<file path="src/rtl/ghost_pkg.sv">
// Shared definitions for the ghost sprite mover: FSM states, VEL word
// field positions and coordinate widths.
// Build option: GHOST_MOVER_BOUNCE_EN selects reflecting edges (adds WR_V).
package ghost_pkg;

   localparam int COORD_W = 10;
   localparam int CALC_W  = COORD_W + 2;
   localparam int VEL_W   = 16;
   localparam int VX_LSB  = 0;
   localparam int VX_MSB  = 15;
   localparam int VY_LSB  = 16;
   localparam int VY_MSB  = 31;

   typedef enum logic [3:0] {
      IDLE,
      RD_X,
      WT_X,
      RD_Y,
      WT_Y,
      RD_V,
      WT_V,
      CALC,
      WR_X,
      WR_Y,
`ifdef GHOST_MOVER_BOUNCE_EN
      WR_V,
`endif
      FIN
   } state_t;

   // Positions are kept in the wider arithmetic width internally and are
   // always in range when written, so plain zero extension is correct.
   function automatic logic [31:0] coord_to_word(input logic [CALC_W-1:0] c);
      return 32'(c);
   endfunction

endpackage

</file>
<file path="src/rtl/ghost_axis_step.sv">
// One axis of the ghost movement: adds the velocity to the position and
// folds the result back into [0, MAX] by wrapping, or by reflecting and
// negating the velocity when GHOST_MOVER_BOUNCE_EN is defined.
module ghost_axis_step
   import ghost_pkg::*;
#(
   parameter int MAX = 639
) (
   input  logic        [CALC_W-1:0] pos,
   input  logic signed [VEL_W-1:0]  vel,
   output logic        [CALC_W-1:0] new_pos,
   output logic signed [VEL_W-1:0]  new_vel
);

   localparam logic signed [CALC_W-1:0] ZERO  = '0;
   localparam logic signed [CALC_W-1:0] LIMIT = CALC_W'(MAX);
`ifdef GHOST_MOVER_BOUNCE_EN
   localparam logic signed [CALC_W-1:0] TWICE = CALC_W'(2 * MAX);
`else
   localparam logic signed [CALC_W-1:0] SPAN  = CALC_W'(MAX + 1);
`endif

   logic signed [CALC_W-1:0] sum;

   // Speeds are bounded well below the 12-bit range, so only the low bits of vel matter here.
   assign sum = $signed(pos) + $signed(vel[CALC_W-1:0]);

   // Fold an out-of-range coordinate back onto the playfield.
   always_comb begin
      new_pos = sum;
      new_vel = vel;
`ifdef GHOST_MOVER_BOUNCE_EN
      if (sum < ZERO) begin
         new_pos = -sum;
         new_vel = -vel;
      end else if (sum > LIMIT) begin
         new_pos = TWICE - sum;
         new_vel = -vel;
      end
`else
      if (sum < ZERO) begin
         new_pos = sum + SPAN;
      end else if (sum > LIMIT) begin
         new_pos = sum - SPAN;
      end
`endif
   end

endmodule

</file>
<file path="src/rtl/ghost_mover.sv">
// Ghost mover: on each frame tick reads X, Y and VEL from a register file
// over Avalon-MM (read latency 1), steps both axes and writes the result back.
// Build option: GHOST_MOVER_BOUNCE_EN reflects at the edges and writes VEL back.
module ghost_mover
   import ghost_pkg::*;
#(
   parameter int         X_MAX    = 639,
   parameter int         Y_MAX    = 479,
   parameter logic [5:0] ADDR_X   = 6'd0,
   parameter logic [5:0] ADDR_Y   = 6'd1,
   parameter logic [5:0] ADDR_VEL = 6'd2
) (
   input  logic        clk,
   input  logic        reset,
   input  logic        frame_tick,
   output logic        avl_read,
   output logic        avl_write,
   output logic        avl_cs,
   output logic [3:0]  avl_byte_en,
   output logic [5:0]  avl_addr,
   output logic [31:0] avl_writedata,
   input  logic [31:0] avl_readdata,
   input  logic        avl_waitrequest,
   output logic        busy,
   output logic        done,
   output logic [7:0]  overrun_cnt
);

   state_t                   state;
   logic        [CALC_W-1:0] pos_x;
   logic        [CALC_W-1:0] pos_y;
   logic signed [VEL_W-1:0]  vel_x;
   logic signed [VEL_W-1:0]  vel_y;
   logic        [CALC_W-1:0] next_x;
   logic        [CALC_W-1:0] next_y;
   logic signed [VEL_W-1:0]  next_vx;
   logic signed [VEL_W-1:0]  next_vy;

   ghost_axis_step #(.MAX(X_MAX)) u_step_x (
      .pos     (pos_x),
      .vel     (vel_x),
      .new_pos (next_x),
      .new_vel (next_vx)
   );

   ghost_axis_step #(.MAX(Y_MAX)) u_step_y (
      .pos     (pos_y),
      .vel     (vel_y),
      .new_pos (next_y),
      .new_vel (next_vy)
   );

   // Update sequencer: bus strobes are registered and changed on the accept edge.
   always_ff @(posedge clk or posedge reset) begin
      if (reset) begin
         state         <= IDLE;
         avl_read      <= 1'b0;
         avl_write     <= 1'b0;
         avl_cs        <= 1'b0;
         avl_byte_en   <= 4'h0;
         avl_addr      <= 6'd0;
         avl_writedata <= 32'd0;
         busy          <= 1'b0;
         done          <= 1'b0;
         pos_x         <= '0;
         pos_y         <= '0;
         vel_x         <= '0;
         vel_y         <= '0;
      end else begin
         done <= 1'b0;
         case (state)
            IDLE: begin
               if (frame_tick) begin
                  state       <= RD_X;
                  busy        <= 1'b1;
                  avl_cs      <= 1'b1;
                  avl_read    <= 1'b1;
                  avl_byte_en <= 4'hF;
                  avl_addr    <= ADDR_X;
               end
            end
            RD_X, RD_Y, RD_V: begin
               if (!avl_waitrequest) begin
                  state       <= (state == RD_X) ? WT_X : (state == RD_Y) ? WT_Y : WT_V;
                  avl_cs      <= 1'b0;
                  avl_read    <= 1'b0;
                  avl_byte_en <= 4'h0;
               end
            end
            WT_X: begin
               pos_x       <= {2'b00, avl_readdata[COORD_W-1:0]};
               state       <= RD_Y;
               avl_cs      <= 1'b1;
               avl_read    <= 1'b1;
               avl_byte_en <= 4'hF;
               avl_addr    <= ADDR_Y;
            end
            WT_Y: begin
               pos_y       <= {2'b00, avl_readdata[COORD_W-1:0]};
               state       <= RD_V;
               avl_cs      <= 1'b1;
               avl_read    <= 1'b1;
               avl_byte_en <= 4'hF;
               avl_addr    <= ADDR_VEL;
            end
            WT_V: begin
               vel_x <= avl_readdata[VX_MSB:VX_LSB];
               vel_y <= avl_readdata[VY_MSB:VY_LSB];
               state <= CALC;
            end
            CALC: begin
               pos_x         <= next_x;
               pos_y         <= next_y;
               vel_x         <= next_vx;
               vel_y         <= next_vy;
               state         <= WR_X;
               avl_cs        <= 1'b1;
               avl_write     <= 1'b1;
               avl_byte_en   <= 4'hF;
               avl_addr      <= ADDR_X;
               avl_writedata <= coord_to_word(next_x);
            end
            WR_X: begin
               if (!avl_waitrequest) begin
                  state         <= WR_Y;
                  avl_addr      <= ADDR_Y;
                  avl_writedata <= coord_to_word(pos_y);
               end
            end
            WR_Y: begin
               if (!avl_waitrequest) begin
`ifdef GHOST_MOVER_BOUNCE_EN
                  state         <= WR_V;
                  avl_addr      <= ADDR_VEL;
                  avl_writedata <= {vel_y, vel_x};
`else
                  state       <= FIN;
                  avl_cs      <= 1'b0;
                  avl_write   <= 1'b0;
                  avl_byte_en <= 4'h0;
                  done        <= 1'b1;
`endif
               end
            end
`ifdef GHOST_MOVER_BOUNCE_EN
            WR_V: begin
               if (!avl_waitrequest) begin
                  state       <= FIN;
                  avl_cs      <= 1'b0;
                  avl_write   <= 1'b0;
                  avl_byte_en <= 4'h0;
                  done        <= 1'b1;
               end
            end
`endif
            FIN: begin
               state <= IDLE;
               busy  <= 1'b0;
            end
            default: begin
               state <= IDLE;
            end
         endcase
      end
   end

   // Count ticks that arrive while an update is already running, saturating.
   always_ff @(posedge clk or posedge reset) begin
      if (reset) begin
         overrun_cnt <= 8'd0;
      end else if (frame_tick && (state != IDLE) && (overrun_cnt != 8'hFF)) begin
         overrun_cnt <= overrun_cnt + 8'd1;
      end
   end

endmodule

</file>
<file path="config.mk">
export PLATFORM = sky130hd
export DESIGN_NAME = ghost_mover
export DESIGN_NICKNAME = d
export VERILOG_FILES = /design/src/rtl/ghost_pkg.sv /design/src/rtl/ghost_axis_step.sv /design/src/rtl/ghost_mover.sv
export SDC_FILE = /design/constraint.sdc
export NUM_CORES = 1
export LEC_CHECK = 0
export ABC_AREA = 1
export BUFFER_PORTS_ARGS = -buffer_cell sky130_fd_sc_hd__buf_2
export CORE_ASPECT_RATIO = 1.25
export CORE_MARGIN = 2
export CORE_UTILIZATION = 55
export CTS_CLUSTER_SIZE = 28
export DETAILED_ROUTE_END_ITERATION = 8
export HOLD_SLACK_MARGIN = 0.12
export PLACE_DENSITY = 0.89
export RECOVER_POWER = 50
export SLEW_MARGIN = 40
export SYNTH_ARGS = -nofsm -noshare
export SYNTH_HDL_FRONTEND = slang
export SYNTH_SLANG_ARGS = --single-unit
</file>
<file path="constraint.sdc">
create_clock -name clk -period 2.98 [get_ports clk]
set_clock_uncertainty 0.05 [all_clocks]
set_input_delay 0.149 -clock clk [delete_from_list [all_inputs] [get_ports clk]]
set_output_delay 0.149 -clock clk [all_outputs]
set_load 0.01 [all_outputs]
</file>
==> flow_summary_export.csv, run 1 <==
group,metric,value,unit
setup_path,crit_slowest_cell,"fa_1",
cts,worstSkewPairLatency,340,ps
routing,ant_nets,0,
cts,postCtsSetupBuffers,0,
routing,vias,5007,
setup_path,endpoint_kind,"flip-flop",
status,status,"finished, violations left",
logic_synthesis,netlist_area,0.00547,mm^2
die,die_h,116,um
logic_synthesis,synth_xor_area_share,2.88,%
job,maxCapViolCount,1,
place,place.gp.congestion,0.929,
hold_path,min_from,"avl_writedata[5]",
logic_synthesis,ys_seq_area_share,36.1,%
setup_path,slowest_delay,430,ps
setup_path,start_kind,"flip-flop",
logic_synthesis,synth_top_family_by_area,"simple AND/OR/NAND/NOR gates",
logic_synthesis,synth_cells,723,
sta,relSlewSlack,-18.4,%
global_route,antenna_found_initial,0,
finish,fin_util,65.0,%
setup_path,cp_cell_sequence,"ha_1, fa_1, nand2_1, nand2_1, nand3_1, nand2_1, nand2_1, nand2_1, inv_1, ha_1, nand2_1, xor2_1, nand2_1, nand2_1, nand2_1, nand3_1",
cts,path_clk_slew,60,ps
place,dp_hpwl,9010,um
global_route,grt_max_degree,50,
cts,cts_resized,0,
global_route,grt_pass1_wl,21200,um
cts,cts_made_buffers,9,
routing,viasPerCell,5.34,
cts,clock_sinks,79,
finish,layout_common_cells,"nand2_1 (204), inv_1 (87), dfrtp_1 (79)",
logic_synthesis,async_reset_ff_share,100,%
setup_path,required,3150,ps
global_route,grt_use_total,24.9,%
die,dieArea,0.0108,mm^2
logic_synthesis,ys_ff_latch,79,
routing,drc,0,
die,start_util,56.6,%
cts,cts_root_buffer,"clkbuf_16",
logic_synthesis,synthFlopType,"dfrtp_1",
cts,cts_buffer_depth,2,
sta,worst_slack,405,ps
die,die_w,93.2,um
finish,n_antenna_cell,0,
logic_synthesis,synth_compound_area_share,9.95,%
place,dp_slack,460,ps
routing,routedWlPerCell,13.5,um
hold_path,hold_class,"reg -> reg",
sta,setup_tns,0,ps
finish,drive_gt1_share,13.9,%
sta,min_period,2580,ps
sta,setup_viol,0,
sta,finalCritPeriodShare,86.4,%
sta,final_hold_viol_count,0,
logic_synthesis,synth.top_cell.area_share,36.1,%
finish,fill_cells,808,
logic_synthesis,synthTopCellsByArea,"dfrtp_1 (36%), nand2_1 (14%), ha_1 (6.4%), inv_1 (6.0%), nand3_1 (4.5%)",
logic_synthesis,syn_avg_cell_area,7.57,um^2
global_route,overflow,0,
logic_synthesis,yosysTopAreaCell,"dfrtp_1",
logic_synthesis,muxShareOfSynthArea,3.06,%
setup_path,crit_fanout,4,
finish,final_common_cell,"nand2_1",
place,io_buffers,58,
cts,h-tree-depth,3,
finish,area_growth,14.7,%
setup_path,critical_path.most_common_cell,"nand2_1",
setup_path,worstSetupPathType,"reg -> reg",
sta,rsz0062_at_grt,"no",
logic_synthesis,synthSimpleGateAreaFrac,28.7,%
sta,fmax,0.388,GHz
logic_synthesis,yosys_warnings,0,
setup_path,worstPathArrival,2750,ps
routing,drt-pass1-iter-count,5,
routing,routed_wl,12600,um
status,failed_checks,"capacitance limit, slew limit",
logic_synthesis,synth_cell_type_count,45,
sta,worstMarginPinSlew,1770,ps
die,coreArea,0.00966,mm^2
cts,cts_tree,"built",
setup_path,worstSetupStartpoint,"pos_y[0]",
finish,finalNetCount,874,
global_route,grt_pass1_vias,4727,
sta,slew_viol_final,50,
setup_path,r2r-start,"pos_y[0]",
die,rows,40,
routing,drt_iter0_markers,374,
die,ios,91,
logic_synthesis,synth_adder_area_share,7.13,%
logic_synthesis,synth_edf_count,0,
what timing repair did:
action / CTS / global route
endpoints found under the hold margin: 85 / 0
hold buffers: 27 / 0
setup endpoints to repair: 0 / 0
per-stage QoR:
stage | hold WS (ps) | instances | instance area (um^2)
2_1_floorplan | 165 | 746 | 5560
3_5_place_dp | 276 | 896 | 5760
3_3_place_gp | 277 | 896 | 5760
4_1_cts | 439 | 938 | 6320
5_1_grt | 461 | 938 | 6280
6_report | 435 | 938 | 6280
synth_stat cells (11+ instances only):
master      n
inv_2      11
o211ai_1   11
nand2_1   204
inv_1      87
nand2_2    18
o21ai_0    31
buf_4      28
a21oi_1    16
nand3_1    49
nor2_1     41
o21ai_1    12
ha_1       28
mux2_2     14
dfrtp_1    79
flip-flops by register name, indices dropped and copies added, names as in the netlist, 2 cells and up:
signal / cells
avl_writedata: 12
pos_x: 12
state: 4
avl_addr: 2
vel_x: 12
vel_y: 12
pos_y: 12
overrun_cnt: 8
worst max-delay path, delay by kind of cell, from the launching register on:
kind,cells,cell delay [ps]
adder cells (fa/ha/maj),3,910
AND/OR/NAND/NOR,11,810
flip-flops,1,400
XOR/XNOR,1,140
buffers and inverters,1,130
cells by family (layout without fill, tap and decap cells):
logic type | count (synthesis) | count (layout)
simple gates | 351 | 351
buf+inv | 138 | 204
compound gates | 91 | 91
flops | 79 | 79
fa+ha+maj | 30 | 30
xor+xnor | 18 | 18
mux | 15 | 15
other cells | 1 | 24
layer usage:
metal  global-route usage [%]  up-vias  part of all wire (%)
met5                        0        -                     0
met4                     15.4        0                   3.7
met3                     4.16       38                   5.1
met2                     42.1      172                    50
met1                     29.8     2344                    41
li1                         -     2453                     -
cell type report:
cell class              count  area [um^2]  share of cell area [%]
clock buffers              12          246                    3.93
clock inverters             3         43.8                   0.697
inverters                  98          368                    5.86
multi-input cells         529         2920                    46.5
flip-flops and latches     79         1980                    31.5
well taps                 126          158                    2.51
repair buffers             91          564                    8.99
final timing paths:
check,cells past startpoint,slack [ps],end
max,16,400,pos_y[9]
min,2,440,avl_writedata[5]
max reg2reg,16,400,pos_y[9]
min reg2reg,2,440,avl_writedata[5]
max in group asynchronous,4,790,avl_addr[1]
min in group asynchronous,3,870,vel_y[1]
Power of run 1 is not shown: default switching activity piles up to over one toggle a cycle in this logic, so the estimate is an artifact.
==> run 2: changes to the inputs <==
Settings changed: BUFFER_PORTS_ARGS -buffer_cell sky130_fd_sc_hd__buf_2 to -buffer_cell sky130_fd_sc_hd__buf_4, CORE_MARGIN 2 to 10.
==> flow_summary_export.csv, run 2 (same netlist as run 1, synthesis figures left out) <==
group,metric,value,unit
setup_path,worstSetupPathType,"reg -> reg",
place,place.gp.congestion,0.928,
finish,fill_cells,801,
finish,layout_common_cells,"nand2_1 (204), inv_1 (86), dfrtp_1 (79)",
hold_path,hold_class,"in -> reg",
status,failed_checks,"capacitance limit, slew limit",
setup_path,crit_fanout,4,
cts,cts_buffer_depth,2,
finish,seq_area,0.00198,mm^2
routing,routed_wl,13400,um
sta,timing.hold.ws,140,ps
finish,area_growth,15.9,%
sta,finalCritPeriodShare,86.4,%
cts,cts_tree,"built",
global_route,antenna_found_initial,0,
finish,multi_input_comb_area,0.00292,mm^2
die,die_w,109,um
sta,final_hold_viol_count,0,
global_route,grt_pass1_wl,22400,um
global_route,overflow,0,
cts,path_clk_slew,60,ps
cts,cts_resized,0,
sta,setup_viol,0,
setup_path,crit_slowest_cell,"fa_1",
cts,worstSkewPairLatency,340,ps
routing,vias,4983,
setup_path,start_kind,"flip-flop",
global_route,grt_max_degree,40,
finish,fin_cells,938,
die,coreArea,0.00966,mm^2
routing,drt_iter0_markers,350,
global_route,grt_use_total,18.8,%
finish,finalNetCount,873,
setup_path,cp_cell_sequence,"ha_1, fa_1, nand2_1, nand2_1, nand3_1, nand2_1, nand2_1, nand2_1, inv_1, ha_1, nand2_1, xor2_1, nand2_1, nand2_1, nand2_1, nand3_1",
place,io_buffers,58,
finish,n_antenna_cell,0,
die,start_util,56.6,%
sta,setup_tns,0,ps
finish,final_common_cell,"nand2_1",
place,dp_hpwl,9780,um
die,ios,91,
cts,h-tree-depth,3,
routing,drc,0,
setup_path,endpoint_kind,"flip-flop",
routing,viasPerCell,5.31,
setup_path,crit_buf_inv,1,
sta,rsz0062_at_grt,"no",
cts,clock_sinks,79,
finish,drive_gt1_share,14.0,%
global_route,grt_pass1_vias,4797,
die,dieArea,0.0144,mm^2
cts,cts_root_buffer,"clkbuf_16",
setup_path,crit_family,"adder cells",
routing,drt-pass1-iter-count,4,
die,die_h,132,um
job,maxCapViolCount,1,
routing,routedWlPerCell,14.3,um
setup_path,slowest_delay,430,ps
sta,slew_viol_final,40,
die,rows,40,
place,dpl.cell_count,896,
setup_path,worstPathArrival,2750,ps
sta,min_period,2580,ps
routing,ant_nets,0,
sta,fmax,0.388,GHz
status,status,"finished, violations left",
cts,cts_made_buffers,9,
sta,worstMarginPinSlew,1640,ps
sta,relSlewSlack,-10.1,%
setup_path,critical_path.most_common_cell,"nand2_1",
setup_path,required,3150,ps
-- run 2: cell types whose count changed in the layout (fill, tap and decap cells not counted) --
| cell | change |
|---|---|
| inv_6 | +1 |
| clkbuf_2 | -1 |
| dlygate4sd3_1 | -1 |
| buf_2 | -27 |
| buf_4 | +25 |
| inv_1 | -1 |
| clkinv_4 | -1 |
| clkinvlp_4 | +1 |
| clkinv_2 | +1 |
| clkinvlp_2 | +1 |
| clkbuf_4 | +1 |
| clkbuf_1 | +1 |
-- run 2: layout make-up --
type,instances,share of cell area (%)
Inverter,98,5.82
Sequential cell,79,31.2
Timing Repair Buffer,90,9.73
Clock inverter,5,0.888
Clock buffer,11,3.83
Multi-Input combinational cell,529,46.1
Tap cell,126,2.49
-- run 2: timing repair --
item                                   in CTS  in global routing
hold buffers                               26                  0
endpoints found under the hold margin      74                  0
setup buffers                               0                  0
-- run 2: path summary, 6_finish.rpt --
check	slack, ps	cells past startpoint	end	from
hold / removal	140	3	pos_x[3]	avl_readdata[3]
setup / recovery	400	16	pos_y[9]	pos_y[0]
setup reg to reg	400	16	pos_y[9]	pos_y[0]
max in group asynchronous	510	4	vel_x[11]	reset
min in group asynchronous	720	3	state[3]	reset
hold reg to reg	440	2	avl_writedata[5]	avl_writedata[5]
-- run 2: tightest hold or removal path, stage by stage --
cell and delay, ps:
buf_4 90, inv_1 70, o211ai_1 170
-- run 2: per-stage QoR --
step	instance area (um^2)	worst slack, ps	util [%]
finish	6340	404	65.6
global route	6340	138	65.6
CTS	6460	421	66.9
detailed placement	5910	466	61.1
global placement	5910	508	61.1
floorplan	5560	707	-
-- run 2: metal layers --
layer | up-vias | part of all wire [%] | track usage, %
met5 | - | 0 | 0
met4 | 0 | 2.2 | 6.38
met3 | 26 | 6.0 | 4.01
met2 | 154 | 52 | 32.5
met1 | 2350 | 40 | 22.3
li1 | 2453 | - | -
Power of run 2 is left out for the same reason.
==> run 3: changes to the inputs <==
Settings changed: CORE_MARGIN 10 to unset, CORE_UTILIZATION 55 to 38, PLACE_DENSITY 0.89 to 0.69, SETUP_SLACK_MARGIN set to 0.02.
==> flow_summary_export.csv, run 3 (same netlist as run 1, synthesis figures left out) <==
group,metric,value,unit
setup_path,worstSetupPathType,"reg -> reg",
sta,setup_viol,0,
sta,final_hold_viol_count,0,
setup_path,slowest_delay,420,ps
sta,relSlewSlack,-29.7,%
finish,postLayoutCellArea,0.00648,mm^2
die,rows,48,
cts,worstSkewPairLatency,340,ps
die,die_h,136,um
cts,cts_tree,"built",
routing,highest_layer,"met4",
sta,rsz0062_at_grt,"no",
routing,drt_iter0_markers,160,
status,failed_checks,"capacitance limit, slew limit",
setup_path,endpoint_kind,"flip-flop",
cts,cts_buffer_depth,2,
sta,fmax,0.391,GHz
die,coreArea,0.0139,mm^2
place,dp_hpwl,9530,um
global_route,grt_use_total,18.4,%
finish,drive_gt1_share,16.0,%
sta,finalCritPeriodShare,85.7,%
routing,vias,4768,
sta,setup_tns,0,ps
die,start_util,39.3,%
setup_path,critical_path.most_common_cell,"nand2_1",
setup_path,worstPathArrival,2730,ps
die,dieArea,0.0149,mm^2
cts,path_clk_slew,60,ps
setup_path,crit_fanout,4,
finish,fin_util,46.5,%
sta,slew_viol_final,80,
status,status,"finished, violations left",
die,ios,91,
place,place.gp.congestion,0.872,
routing,met2_length,6400,um
cts,clock_sinks,79,
routing,wl_met1,5480,um
sta,min_period,2550,ps
place,placed_cell_area,0.00596,mm^2
finish,area_growth,18.4,%
routing,viasPerCell,4.84,
cts,h-tree-depth,3,
cts,cts_root_buffer,"clkbuf_16",
setup_path,required,3150,ps
finish,fill_cells,1378,
routing,ant_nets,0,
place,io_buffers,58,
job,maxCapViolCount,1,
finish,fin_cells,985,
finish,final_common_cell,"nand2_1",
global_route,antenna_found_initial,0,
finish,n_antenna_cell,0,
setup_path,cp_cell_sequence,"ha_1, fa_1, nand2_1, nand2_1, nand3_1, nand2_1, nand2_1, nand2_1, inv_1, ha_1, nand2_1, xor2_1, nand2_1, nand2_1, nand2_1, nand3_1",
finish,finalNetCount,872,
routing,routed_wl,12600,um
global_route,grt_max_degree,80,
routing,drt-pass1-iter-count,5,
hold_path,hold_class,"reg -> reg",
setup_path,crit_slowest_cell,"fa_1",
setup_path,start_kind,"flip-flop",
place,dpl.cell_count,943,
finish,layout_common_cells,"nand2_1 (204), inv_1 (86), dfrtp_1 (79)",
die,die_w,109,um
sta,worstMarginPinSlew,1950,ps
routing,wl_met3,433,um
global_route,overflow,0,
global_route,grt_pass1_vias,4468,
cts,cts_made_buffers,9,
global_route,grt_pass1_wl,21300,um
routing,drc,0,
routing,routedWlPerCell,12.8,um
-- run 3: cell type report --
cell class / count / area (um^2) / share of cell area (%)
multi-input cells: 529 / 2920 / 45.1
flip-flops and latches: 79 / 1980 / 30.5
well taps: 175 / 219 / 3.38
repair buffers: 89 / 677 / 10.4
clock buffers: 10 / 229 / 3.53
inverters: 98 / 369 / 5.70
clock inverters: 5 / 83.8 / 1.29
-- run 3: repair_timing --
action	CTS	global route
hold buffers	27	0
setup buffers	0	0
gates resized for setup	0	0
hold endpoints to repair	117	0
-- run 3: routing by layer --
metal  up-vias  GRT usage [%]
li1       2443              -
met1      2213           22.7
met2        94           32.2
met3        18           3.16
met4         0           5.85
met5         -              0
-- run 3: path summary, 6_finish.rpt --
| kind | start | to | slack [ps] | cells past startpoint |
|---|---|---|---|---|
| worst max-delay path | pos_y[0] | pos_y[9] | 430 | 16 |
| worst min-delay path | avl_writedata[7] | avl_writedata[7] | 430 | 2 |
| worst max register to register | pos_y[0] | pos_y[9] | 430 | 16 |
| worst min register to register | avl_writedata[7] | avl_writedata[7] | 430 | 2 |
| max in group asynchronous | reset | pos_x[10] | 700 | 4 |
| min in group asynchronous | reset | overrun_cnt[3] | 1030 | 4 |
-- run 3: worst max-delay path, delay by kind of cell (launching register included) --
kind                       cells  cell delay, ps
DFF                            1             400
and+or+nand+nor               11             810
buffers and inverters          1             140
xor gates and xnor gates       1             140
adders and majority gates      3             880
-- run 3: per-stage QoR --
stage | hold WS (ps) | worst slack (ps)
after floorplan | 165 | 707
after CTS | 416 | 421
after detailed placement | 223 | 448
final | 431 | 425
after global routing | 450 | 148
after global placement | 221 | 490
Power of run 3 is left out for the same reason.
